## src/rtl/uart_rx_byte.sv

```systemverilog
// uart_rx_byte: 8N1 UART receiver. It oversamples the asynchronous serial line,
// samples each bit at its middle relative to the detected start edge, and
// delivers correctly framed bytes as a one-cycle rx_valid pulse. A stop bit
// sampled low is reported on frame_error, and that byte is not delivered.
// A line held low (break) is swallowed until it returns high, so it is not
// decoded as a stream of 0x00 bytes.
`timescale 1ns/1ps

module uart_rx_byte #(
  parameter int CLK_FREQ_HZ = 100_000_000,
  parameter int BAUD_RATE   = 115200
) (
  input  logic       clk,
  input  logic       rst,          // asynchronous, active low
  input  logic       rx_serial,
  output logic [7:0] rx_byte,
  output logic       rx_valid,
  output logic       frame_error,
  output logic       rx_busy
);

  localparam int CLKS_PER_BIT = CLK_FREQ_HZ / BAUD_RATE;
  localparam int HALF_BIT     = CLKS_PER_BIT / 2;
  localparam int CNT_W        = (CLKS_PER_BIT > 1) ? $clog2(CLKS_PER_BIT) : 1;

  localparam logic [CNT_W-1:0] CNT_HALF_LAST = CNT_W'(HALF_BIT - 1);
  localparam logic [CNT_W-1:0] CNT_BIT_LAST  = CNT_W'(CLKS_PER_BIT - 1);
  localparam logic [CNT_W-1:0] CNT_ONE       = CNT_W'(1);

  // With fewer than four clocks per bit there is no usable mid-bit sample point.
  generate
    if (CLKS_PER_BIT < 4) begin : g_bad_ratio
      $fatal(1, "uart_rx_byte: CLK_FREQ_HZ / BAUD_RATE must be at least 4");
    end
  endgenerate

  typedef enum logic [2:0] {
    IDLE  = 3'd0,
    START = 3'd1,
    DATA  = 3'd2,
    STOP  = 3'd3,
    BREAK = 3'd4
  } state_t;

  logic [1:0]       sync_reg;
  logic             rx_s;

  state_t           state_reg, state_next;
  logic [CNT_W-1:0] cnt_reg,   cnt_next;
  logic [2:0]       idx_reg,   idx_next;
  logic [7:0]       sh_reg,    sh_next;
  logic [7:0]       byte_reg,  byte_next;
  logic             valid_reg, valid_next;
  logic             ferr_reg,  ferr_next;
  logic             busy_reg;

  // Two-flop synchronizer; flops reset to the idle (high) line level so that
  // reset release never looks like a start edge.
  always_ff @(posedge clk or negedge rst) begin
    if (!rst) begin
      sync_reg <= 2'b11;
    end else begin
      sync_reg <= {sync_reg[0], rx_serial};
    end
  end

  assign rx_s = sync_reg[1];

  // FSM and datapath registers.
  always_ff @(posedge clk or negedge rst) begin
    if (!rst) begin
      state_reg <= IDLE;
      cnt_reg   <= '0;
      idx_reg   <= 3'd0;
      sh_reg    <= 8'h00;
      byte_reg  <= 8'h00;
      valid_reg <= 1'b0;
      ferr_reg  <= 1'b0;
      busy_reg  <= 1'b0;
    end else begin
      state_reg <= state_next;
      cnt_reg   <= cnt_next;
      idx_reg   <= idx_next;
      sh_reg    <= sh_next;
      byte_reg  <= byte_next;
      valid_reg <= valid_next;
      ferr_reg  <= ferr_next;
      busy_reg  <= (state_reg != IDLE);
    end
  end

  // Next-state and datapath logic: sample at half a bit into the start bit,
  // then once per full bit period for the eight data bits and the stop bit.
  always_comb begin
    state_next = state_reg;
    cnt_next   = cnt_reg;
    idx_next   = idx_reg;
    sh_next    = sh_reg;
    byte_next  = byte_reg;
    valid_next = 1'b0;
    ferr_next  = 1'b0;

    case (state_reg)
      IDLE: begin
        if (!rx_s) begin
          state_next = START;
          cnt_next   = '0;
        end
      end

      START: begin
        if (cnt_reg == CNT_HALF_LAST) begin
          cnt_next = '0;
          if (!rx_s) begin
            state_next = DATA;
            idx_next   = 3'd0;
          end else begin
            // Line went back high before mid-start: treat as a glitch.
            state_next = IDLE;
          end
        end else begin
          cnt_next = cnt_reg + CNT_ONE;
        end
      end

      DATA: begin
        if (cnt_reg == CNT_BIT_LAST) begin
          sh_next  = {rx_s, sh_reg[7:1]};
          cnt_next = '0;
          if (idx_reg == 3'd7) begin
            state_next = STOP;
          end else begin
            idx_next = idx_reg + 3'd1;
          end
        end else begin
          cnt_next = cnt_reg + CNT_ONE;
        end
      end

      STOP: begin
        if (cnt_reg == CNT_BIT_LAST) begin
          cnt_next = '0;
          if (rx_s) begin
            // Leaving at mid-stop lets a start bit right after the stop bit be seen.
            byte_next  = sh_reg;
            valid_next = 1'b1;
            state_next = IDLE;
          end else begin
            ferr_next  = 1'b1;
            state_next = BREAK;
          end
        end else begin
          cnt_next = cnt_reg + CNT_ONE;
        end
      end

      BREAK: begin
        if (rx_s) begin
          state_next = IDLE;
        end
      end

      default: begin
        state_next = IDLE;
        cnt_next   = '0;
      end
    endcase
  end

  assign rx_byte     = byte_reg;
  assign rx_valid    = valid_reg;
  assign frame_error = ferr_reg;
  assign rx_busy     = busy_reg;

endmodule

```

## config.mk

```make
export PLATFORM = sky130hd
export DESIGN_NAME = uart_rx_byte
export DESIGN_NICKNAME = d
export VERILOG_FILES = /design/src/rtl/uart_rx_byte.sv
export SDC_FILE = /design/constraint.sdc
export NUM_CORES = 1
export LEC_CHECK = 0
export CAP_MARGIN = 20
export CORE_ASPECT_RATIO = 0.9
export CORE_UTILIZATION = 57
export CTS_CLUSTER_SIZE = 25
export DETAILED_ROUTE_END_ITERATION = 6
export GPL_ROUTABILITY_DRIVEN = 0
export GPL_TIMING_DRIVEN = 0
export PLACE_DENSITY = 0.84
export SYNTH_ARGS = -nofsm -noshare
export SYNTH_HDL_FRONTEND = slang
export SYNTH_SLANG_ARGS = --single-unit
```

## constraint.sdc

```tcl
create_clock -name clk -period 2.28 [get_ports clk]
set_input_delay 0.684 -clock clk [delete_from_list [all_inputs] [get_ports clk]]
set_output_delay 0.684 -clock clk [all_outputs]
set_load 0.05 [all_outputs]
```

# --- After elaboration in Yosys (flattened, before gate mapping) ---
# Index checks and enable logic that the tools add are counted.
# W data, S select, Z words.
classes:
  addsub: 2
  multipliers: 0
  n_div: 0
  n_lt_le_gt_ge: 0
  eq_ne: 15
  shift: 0
  mux: 24
  n_bitwise: 1
  reduce_logical: 9
op_table:
  columns: ["op", "count"]
  rows:
  - ["$pmux W10 S4", 1]
  - ["$mux W3", 11]
  - ["$mux W10", 3]
  - ["$ne A2 B2 Y1 const B", 8]
  - ["$pmux W3 S5", 1]
  - ["$add A10 B1 Y10 const B", 1]
  - ["$eq A10 B10 Y1 const B", 1]
  - ["$eq A10 B9 Y1 const B", 1]
  - ["$eq A3 B2 Y1 const B", 2]
  - ["$eq A3 B3 Y1 const B", 2]
  - ["$mux W1", 6]
  - ["$pmux W3 S2", 1]
  - ["$reduce_and A6 Y1", 1]
  - ["$reduce_and A5 Y1", 1]
  - ["$reduce_and A2 Y1", 2]
  - ["$add A3 B1 Y3 const B", 1]
  - ["$eq A3 B1 Y1 const B", 1]
  - ["$logic_not A3 Y1", 1]
  - ["$reduce_and A3 Y1", 1]
  - ["$reduce_bool A3 Y1", 1]
  - ["$mux W2", 1]
  - ["$reduce_bool A2 Y1", 1]
  - ["$reduce_or A2 Y1", 1]
  - ["$not A1 Y1", 1]
word_totals:
  regBits: 37
  latchBits: 0
  ramBits: 0
  romBits: 0
  in_bits: 3
  out_inout_bits: 11
  word_cells: 60
  mem_count: 0

# --- Depth between registers and ports, before layout ---
# Gate-level depths: netlist of run 1.
depth:
  word_depth: 4
  ltp_mapped: 6
  depth_no_buf: 6

# --- Worst setup path before layout of run 1 ---
# OpenSTA, ideal clock, no wires.
synth_path:
  path_kind: "register to register"
  startpoint: "register cnt_reg[0]"
  endpoint: "register byte_reg[0], in the netlist rx_byte[0]"
  setup_time_ps: 125
  arrival_time_ps: 1825
  t_required_ps: 2155
  path_slack_ps: 331
  path_stages_with_launch: 6
  path_buffers: 0
  period_less_slack_ps: 1949
  path_cell_list: "dfrtp_1 > ha_1 > and4b_1 > nand3_2 > nor4_4 > mux2_2"
synth_between:
  elab_chain_len: 2
synth_rtl:
  columns: ["element", "line", "source"]
  rows:
  - ["start: declaration", "49", "logic [CNT_W-1:0] cnt_reg, cnt_next;"]
  - ["start signal: assignment", "82", "cnt_reg <= cnt_next;"]
  - ["$eq A10 B10 Y1", "141", "if (cnt_reg == CNT_BIT_LAST) begin"]
  - ["$reduce_and A3 Y1 (no line)", null, null]
  - ["end signal: assignment", "85", "byte_reg <= byte_next;"]
  - ["end: declaration", "52", "logic [7:0] byte_reg, byte_next;"]
# Every way passes these cells.
# A chain may end at the register's enable or synchronous reset.

# --- Worst setup path after layout of run 1 ---
layout_path:
  startpoint: "register byte_reg[3], in the netlist rx_byte[3]"
  endpoint: "output port rx_byte[3]"
layout_rtl:
  columns: ["element", "line", "source"]
  rows:
  - ["end: declaration", "16", "output logic [7:0] rx_byte,"]
# No word-level cell between the ends.

==> results of run 1 <==
-- kinds of logic (layout without fill, tap and decap cells) --
group,Yosys count,after routing
buffers and inverters,8,31
and+or+nand+nor,48,48
AOI/OAI and AO/OA,33,33
adders and majority gates,4,4
muxes,18,18
DFF,37,37
-- per-stage QoR --
| stage | setup WS, ns | setup TNS, ns | util |
|---|---|---|---|
| 3_3_place_gp | -0.206 | -7.16 | 0.684 |
| 6_report | 0.0633 | 0 | 0.718 |
| 5_1_grt | 0.00798 | 0 | 0.718 |
| 3_5_place_dp | -0.00813 | -0.0125 | 0.682 |
| 2_1_floorplan | 0.331 | 0 | - |
| 4_1_cts | 0.0504 | 0 | 0.718 |
-- cells in the mapped netlist (2+ instances only) --
cell       instances  share of area
dfrtp_1           35           0.49
mux2_2            16           0.10
nand2_1           16          0.034
o21ai_0            6          0.017
or3_1              5          0.018
ha_1               4          0.028
inv_1              4         0.0085
nand3_1            4          0.011
nor2_1             4         0.0085
a21o_1             3          0.013
a221oi_1           3          0.015
clkbuf_1           3         0.0063
nand2b_1           3          0.011
o221ai_1           3          0.015
a211o_1            2         0.0099
a21oi_1            2         0.0056
a22o_1             2         0.0099
and2_1             2         0.0070
dfstp_2            2          0.030
nor3b_1            2         0.0085
o2111ai_1          2         0.0099
-- worst paths after layout --
check                             from     endpoint  cells past startpoint
max in group asynchronous          rst   rx_byte[6]                      1
setup / recovery            rx_byte[3]   rx_byte[3]                      1
setup reg to reg            cnt_reg[0]   rx_byte[2]                      6
hold / removal             sync_reg[0]  sync_reg[1]                      0
min in group asynchronous          rst   cnt_reg[6]                      1
hold reg to reg            sync_reg[0]  sync_reg[1]                      0
-- where the power goes --
| group | internal, uW | total, uW | switching [uW] |
|---|---|---|---|
| logic | 2.99 | 17.3 | 14.3 |
| registers | 659 | 661 | 1.82 |
| clock network | 260 | 477 | 216 |
| total | 923 | 1160 | 232 |
-- layer usage --
metal  track usage  up-vias
met2         0.366       43
met5             0        -
met1         0.309      617
met4        0.0871        0
met3        0.0837        7
li1              -      605
-- layout make-up --
cell class | count | area, um2 | share of cell area
tap | 40 | 50.0 | 0.0244
clock inverter | 2 | 37.5 | 0.0183
timing repair buffer | 15 | 140 | 0.0682
clock buffer | 6 | 51.3 | 0.0250
inverter | 5 | 18.8 | 0.00914
multi-input combinational | 103 | 817 | 0.398
sequential | 37 | 928 | 0.452
buffer | 3 | 11.3 | 0.00548
==> results.sh, run 1 <==
export IMPL_outcome="complete, no violations"
export IMPL_worst_ep_required_time_ns=1.60
export IMPL_initial_utilization=0.621
export IMPL_clock_skew_ns=0.00880
export IMPL_yosys_most_used_dff="dfrtp_1"
export IMPL_detail_route_iter0_violations=63
export IMPL_setup_repair_after_global_routing_missed_its_margin="no"
export IMPL_dp_wirelength_um=2310
export IMPL_detail_route_wirelength_met1_um=1490
export IMPL_hold_violations=0
export IMPL_main_combinational_cell_family_by_area_after_synthesis="simple AND/OR/NAND/NOR gates"
export IMPL_hold_path_class="reg -> reg"
export IMPL_slew_limit_headroom=0.473
export IMPL_post_synth_cell_area_avg_um2=12.0
export IMPL_grt_first_pass_wirelength_um=5390
export IMPL_design_portCount=14
export IMPL_ff2ff_setup_slack_ns=0.13
export IMPL_grt_max_degree=38
export IMPL_post_synth_and_or_nand_nor_area_fraction=0.169
export IMPL_crit_path_max_fanout=2
export IMPL_synth_adder_area_share=0.0282
export IMPL_seq_area_frac_synth=0.523
export IMPL_netlist_instances=148
export IMPL_critical_path_max_stage_delay_ns=0.81
export IMPL_nNetsFinal=177
export IMPL_die_area_mm2=0.00334
export IMPL_die_width_um=60.8
export IMPL_power_per_cell_area_mw_per_mm2=562
export IMPL_drv_cap=0
export IMPL_post_layout_total_power_uw=1160
export IMPL_tritoncts_clock_tree="built"
export IMPL_endpoint_kind="output pin"
export IMPL_wl_met2_um=1620
export IMPL_synth_distinct_cells=46
export IMPL_cts_hold_fix_buffers=0
export IMPL_port_buffers=13
export IMPL_report_final_setup_viol=0
export IMPL_synth_area_mm2=0.00178
export IMPL_ys_ff_latch=37
export IMPL_maxUsedRoutingLayer="met4"
export IMPL_drt_pass1_iterations=4
export IMPL_grt_antenna_before_repair=0
export IMPL_yosysWarningCount=0
export IMPL_path_delay_family="buffers and inverters"
export IMPL_drc_viols=0
export IMPL_htree_levels=2
export IMPL_synth_compound_area_share=0.147
export IMPL_cts_reportedPaths_clkPinSlew_ns=0.11
export IMPL_clock_path_buffers=2
export IMPL_post_cts_resize_count=0
export IMPL_final_instance_count_excl_fill=211
export IMPL_met3_length_um=215
export IMPL_floorplan_core_area_mm2=0.00286
export IMPL_detailed_place_area_mm2=0.00195
export IMPL_area_growth_syn_to_layout_pct=15.7
export IMPL_cp_start_kind="flip-flop"
export IMPL_final_cell_area_mm2=0.00205
export IMPL_max_freq_mhz=451
export IMPL_mostFrequentLayoutCell="dfrtp_1"
export IMPL_cpMaxStageDelayCell="clkdlybuf4s50_1"
export IMPL_globalRouteOverflowTotal=0
export IMPL_postCtsSetupBuffers=2
export IMPL_final_layout_size_suffix_gt1_frac=0.222
export IMPL_worst_ir_drop_vdd_mv=0.818
export IMPL_critPathKind="reg -> out"
export IMPL_post_drt_via_cell_ratio=6.03
export IMPL_leakagePower_uw=0.000923
export IMPL_clock_insertion_delay_worst_skew_ns=0.35
export IMPL_number_of_nets_still_failing_antenna_checks_after_routing=0
export IMPL_largest_reg_flops=10
export IMPL_detailroute_via_count=1272
export IMPL_core_rowCount=18
export IMPL_first_global_vias=1135
export IMPL_most_common_layout_cells="dfrtp_1, mux2_2, nand2_1"
export IMPL_timing_final_crit_period_ns=2.22
export IMPL_fill_cells=211
export IMPL_actual_slew_at_the_worst_max_slew_pin_ns=0.790
export IMPL_hold_worst_slack_ns=0.364
export IMPL_final_max_slew_viol_count=0
export IMPL_synth_xor_area_share=0
export IMPL_grt_use_total=0.236
export IMPL_timing_final_crit_share=0.972
export IMPL_wl_per_cell_um=15.9
export IMPL_critical_path_cell_chain="clkdlybuf4s50_1"
export IMPL_synth_net_count=155
export IMPL_detail_route_wirelength_um=3360
export IMPL_synth_edff_count=0
export IMPL_number_of_buffer_and_inverter_stages_on_the_critical_path=1
export IMPL_worst_ep_arrival_time_ns=1.53
export IMPL_synthMuxAreaShare=0.116
export IMPL_fp_dieH_um=54.9
export IMPL_tritoncts_sink_count=37
export IMPL_antenna_cells_inserted=0
export IMPL_tritoncts_num_buffers=5
export IMPL_dp_cells=201
export IMPL_cts_root_buffer="clkbuf_4"
export IMPL_async_flop_share=1.00
(Power assumes the default switching activity.)
==> inputs of run 2 (changes only) <==
--- a/config.mk
+++ b/config.mk
@@ -7,9 +7,10 @@
 export LEC_CHECK = 0
 export CAP_MARGIN = 20
 export CORE_ASPECT_RATIO = 0.9
-export CORE_UTILIZATION = 57
+export CORE_UTILIZATION = 62
 export CTS_CLUSTER_SIZE = 25
 export DETAILED_ROUTE_END_ITERATION = 6
+export DONT_BUFFER_PORTS = 1
 export GPL_ROUTABILITY_DRIVEN = 0
 export GPL_TIMING_DRIVEN = 0
 export PLACE_DENSITY = 0.84
==> run 2 against run 1 <==
Sequential share of layout area grew 3.1 points; non-clock buffer count shrank 12; register-to-register slack gained 0.05 ns; sequential power is essentially flat; highest routed layer unchanged.
==> results.sh, run 2 (synthesis results as in run 1) <==
export IMPL_fp_dieH_um=52.8
export IMPL_hold_worst_slack_ns=0.133
export IMPL_antenna_cells_inserted=0
export IMPL_grt_first_pass_wirelength_um=5540
export IMPL_nNetsFinal=165
export IMPL_internal_power_uw=782
export IMPL_hold_violations=0
export IMPL_critPathKind="reg -> reg"
export IMPL_endpoint_kind="flip-flop"
export IMPL_cts_reportedPaths_clkPinSlew_ns=0.11
export IMPL_dp_cells=188
export IMPL_leakagePower_uw=0.000877
export IMPL_dp_wirelength_um=2330
export IMPL_crit_path_max_fanout=9
export IMPL_die_area_mm2=0.00308
export IMPL_worst_ep_arrival_time_ns=2.34
export IMPL_drc_viols=0
export IMPL_detail_route_iter0_violations=49
export IMPL_actual_slew_at_the_worst_max_slew_pin_ns=0.537
export IMPL_grt_max_degree=38
export IMPL_critical_path_cell_chain="ha_1 > and4b_1 > nand3_2 > nor4_4 > buf_4 > mux2_2"
export IMPL_rr_endpoint="rx_byte[1]"
export IMPL_worst_ir_drop_vdd_mv=0.492
export IMPL_post_drt_via_cell_ratio=6.35
export IMPL_floorplan_core_area_mm2=0.00273
export IMPL_design_portCount=14
export IMPL_tritoncts_sink_count=37
export IMPL_timing_setup_tns_ns=0
export IMPL_cts_root_buffer="clkbuf_4"
export IMPL_seqPwrFrac=0.655
export IMPL_timing_final_crit_share=0.923
export IMPL_max_freq_mhz=475
export IMPL_power_switching_fraction=0.224
export IMPL_report_final_setup_viol=0
export IMPL_largest_reg_flops=10
export IMPL_detailed_place_area_mm2=0.00183
export IMPL_power_frac_comb=0.020
export IMPL_tritoncts_clock_tree="built"
export IMPL_tritoncts_num_buffers=5
export IMPL_clock_insertion_delay_worst_skew_ns=0.35
export IMPL_mostFrequentLayoutCell="dfrtp_1"
export IMPL_clock_path_buffers=2
export IMPL_grt_use_total=0.254
export IMPL_drt_pass1_iterations=4
export IMPL_ff2ff_path_depth=6
export IMPL_die_width_um=58.4
export IMPL_final_layout_size_suffix_gt1_frac=0.239
export IMPL_clock_skew_ns=0.0103
export IMPL_port_buffers=0
export IMPL_timing_final_crit_period_ns=2.10
export IMPL_cpMaxStageDelayCell="dfrtp_1"
export IMPL_setup_repair_after_global_routing_missed_its_margin="no"
export IMPL_drv_cap=0
export IMPL_outcome="complete, no violations"
export IMPL_critical_path_max_stage_delay_ns=0.42
export IMPL_detail_route_wirelength_um=3500
export IMPL_power_switching_uw=226
export IMPL_globalRouteOverflowTotal=0
export IMPL_area_growth_syn_to_layout_pct=8.32
export IMPL_hold_path_class="in -> async"
export IMPL_number_of_nets_still_failing_antenna_checks_after_routing=0
export IMPL_most_common_layout_cells="dfrtp_1, mux2_2, nand2_1"
export IMPL_slew_limit_headroom=0.640
export IMPL_worst_ep_required_time_ns=2.51
export IMPL_post_layout_total_power_uw=1010
export IMPL_clk_network_pwr_share=0.325
export IMPL_initial_utilization=0.652
export IMPL_final_max_slew_viol_count=0
export IMPL_detailroute_via_count=1263
export IMPL_wl_per_cell_um=17.6
export IMPL_final_instance_count_excl_fill=199
export IMPL_ff2ff_setup_slack_ns=0.18
export IMPL_cp_start_kind="flip-flop"
export IMPL_power_per_cell_area_mw_per_mm2=524
export IMPL_grt_antenna_before_repair=0
export IMPL_htree_levels=2
export IMPL_core_rowCount=18
export IMPL_first_global_vias=1154
export IMPL_final_cell_area_mm2=0.00192
export IMPL_worst_r2r_startpoint="cnt_reg[0]"
-- run 2: how the worst max path moves through the flow --
| stage | startpoint | endpoint | slack (ns) | cells after the start |
|---|---|---|---|---|
| 6_report | cnt_reg[0] | rx_byte[1] | 0.18 | 6 |
| 4_1_cts | cnt_reg[0] | rx_byte[7] | 0.05 | 5 |
| 2_1_floorplan | cnt_reg[0] | rx_byte[0] | 0.33 | 5 |
| 3_5_place_dp | cnt_reg[0] | rx_byte[7] | 0.06 | 5 |
| 5_1_grt | cnt_reg[0] | rx_byte[6] | 0.06 | 6 |
| 3_3_place_gp | cnt_reg[0] | rx_byte[7] | 0.13 | 5 |
-- run 2: power groups by stage --
stage	Clock (uW)	Combinational, uW	Sequential, uW
after floorplan	0	2.84	673
after global placement	0	2.99	674
after detailed placement	0	3.29	674
after CTS	330	3.29	661
after global routing	365	23.2	661
final	328	20.1	661
-- run 2: metal layers --
layer | GRT usage | wire length, um | vias up
met5 | 0 | 0 | -
met4 | 0.0833 | 64 | 0
met3 | 0.101 | 295 | 13
met2 | 0.397 | 1660 | 67
met1 | 0.323 | 1480 | 604
li1 | - | - | 579
-- run 2: what timing repair did --
item	CTS	global route
gates resized for setup	0	3
setup endpoints to repair	0	11
endpoints found under the hold margin	0	29
hold buffers	0	2
buffers inserted	0	1
-- run 2: metrics by stage --
| step | setup slack, ns | utilization |
|---|---|---|
| final | 0.176 | 0.706 |
| after global routing | 0.0599 | 0.706 |
| after CTS | 0.0455 | 0.689 |
| after detailed placement | 0.0622 | 0.670 |
| after global placement | 0.133 | 0.670 |
| after floorplan | 0.331 | - |
-- run 2: layout make-up --
| class | instances | area, um2 |
|---|---|---|
| Sequential cell | 37 | 928 |
| Tap cell | 40 | 50.0 |
| Multi-Input combinational cell | 103 | 825 |
| Inverter | 5 | 18.8 |
| Timing Repair Buffer | 3 | 37.5 |
| Clock inverter | 2 | 10.0 |
| Fill cell | 185 | 802 |
| Buffer | 3 | 12.5 |
| Clock buffer | 6 | 41.3 |
-- run 2: worst max-delay path, delay by kind of cell (launching register included) --
kind	cells	cell delay (ns)
buf+inv	1	0.21
mux	1	0.35
simple gates	3	0.77
flops	1	0.42
fa+ha+maj	1	0.22
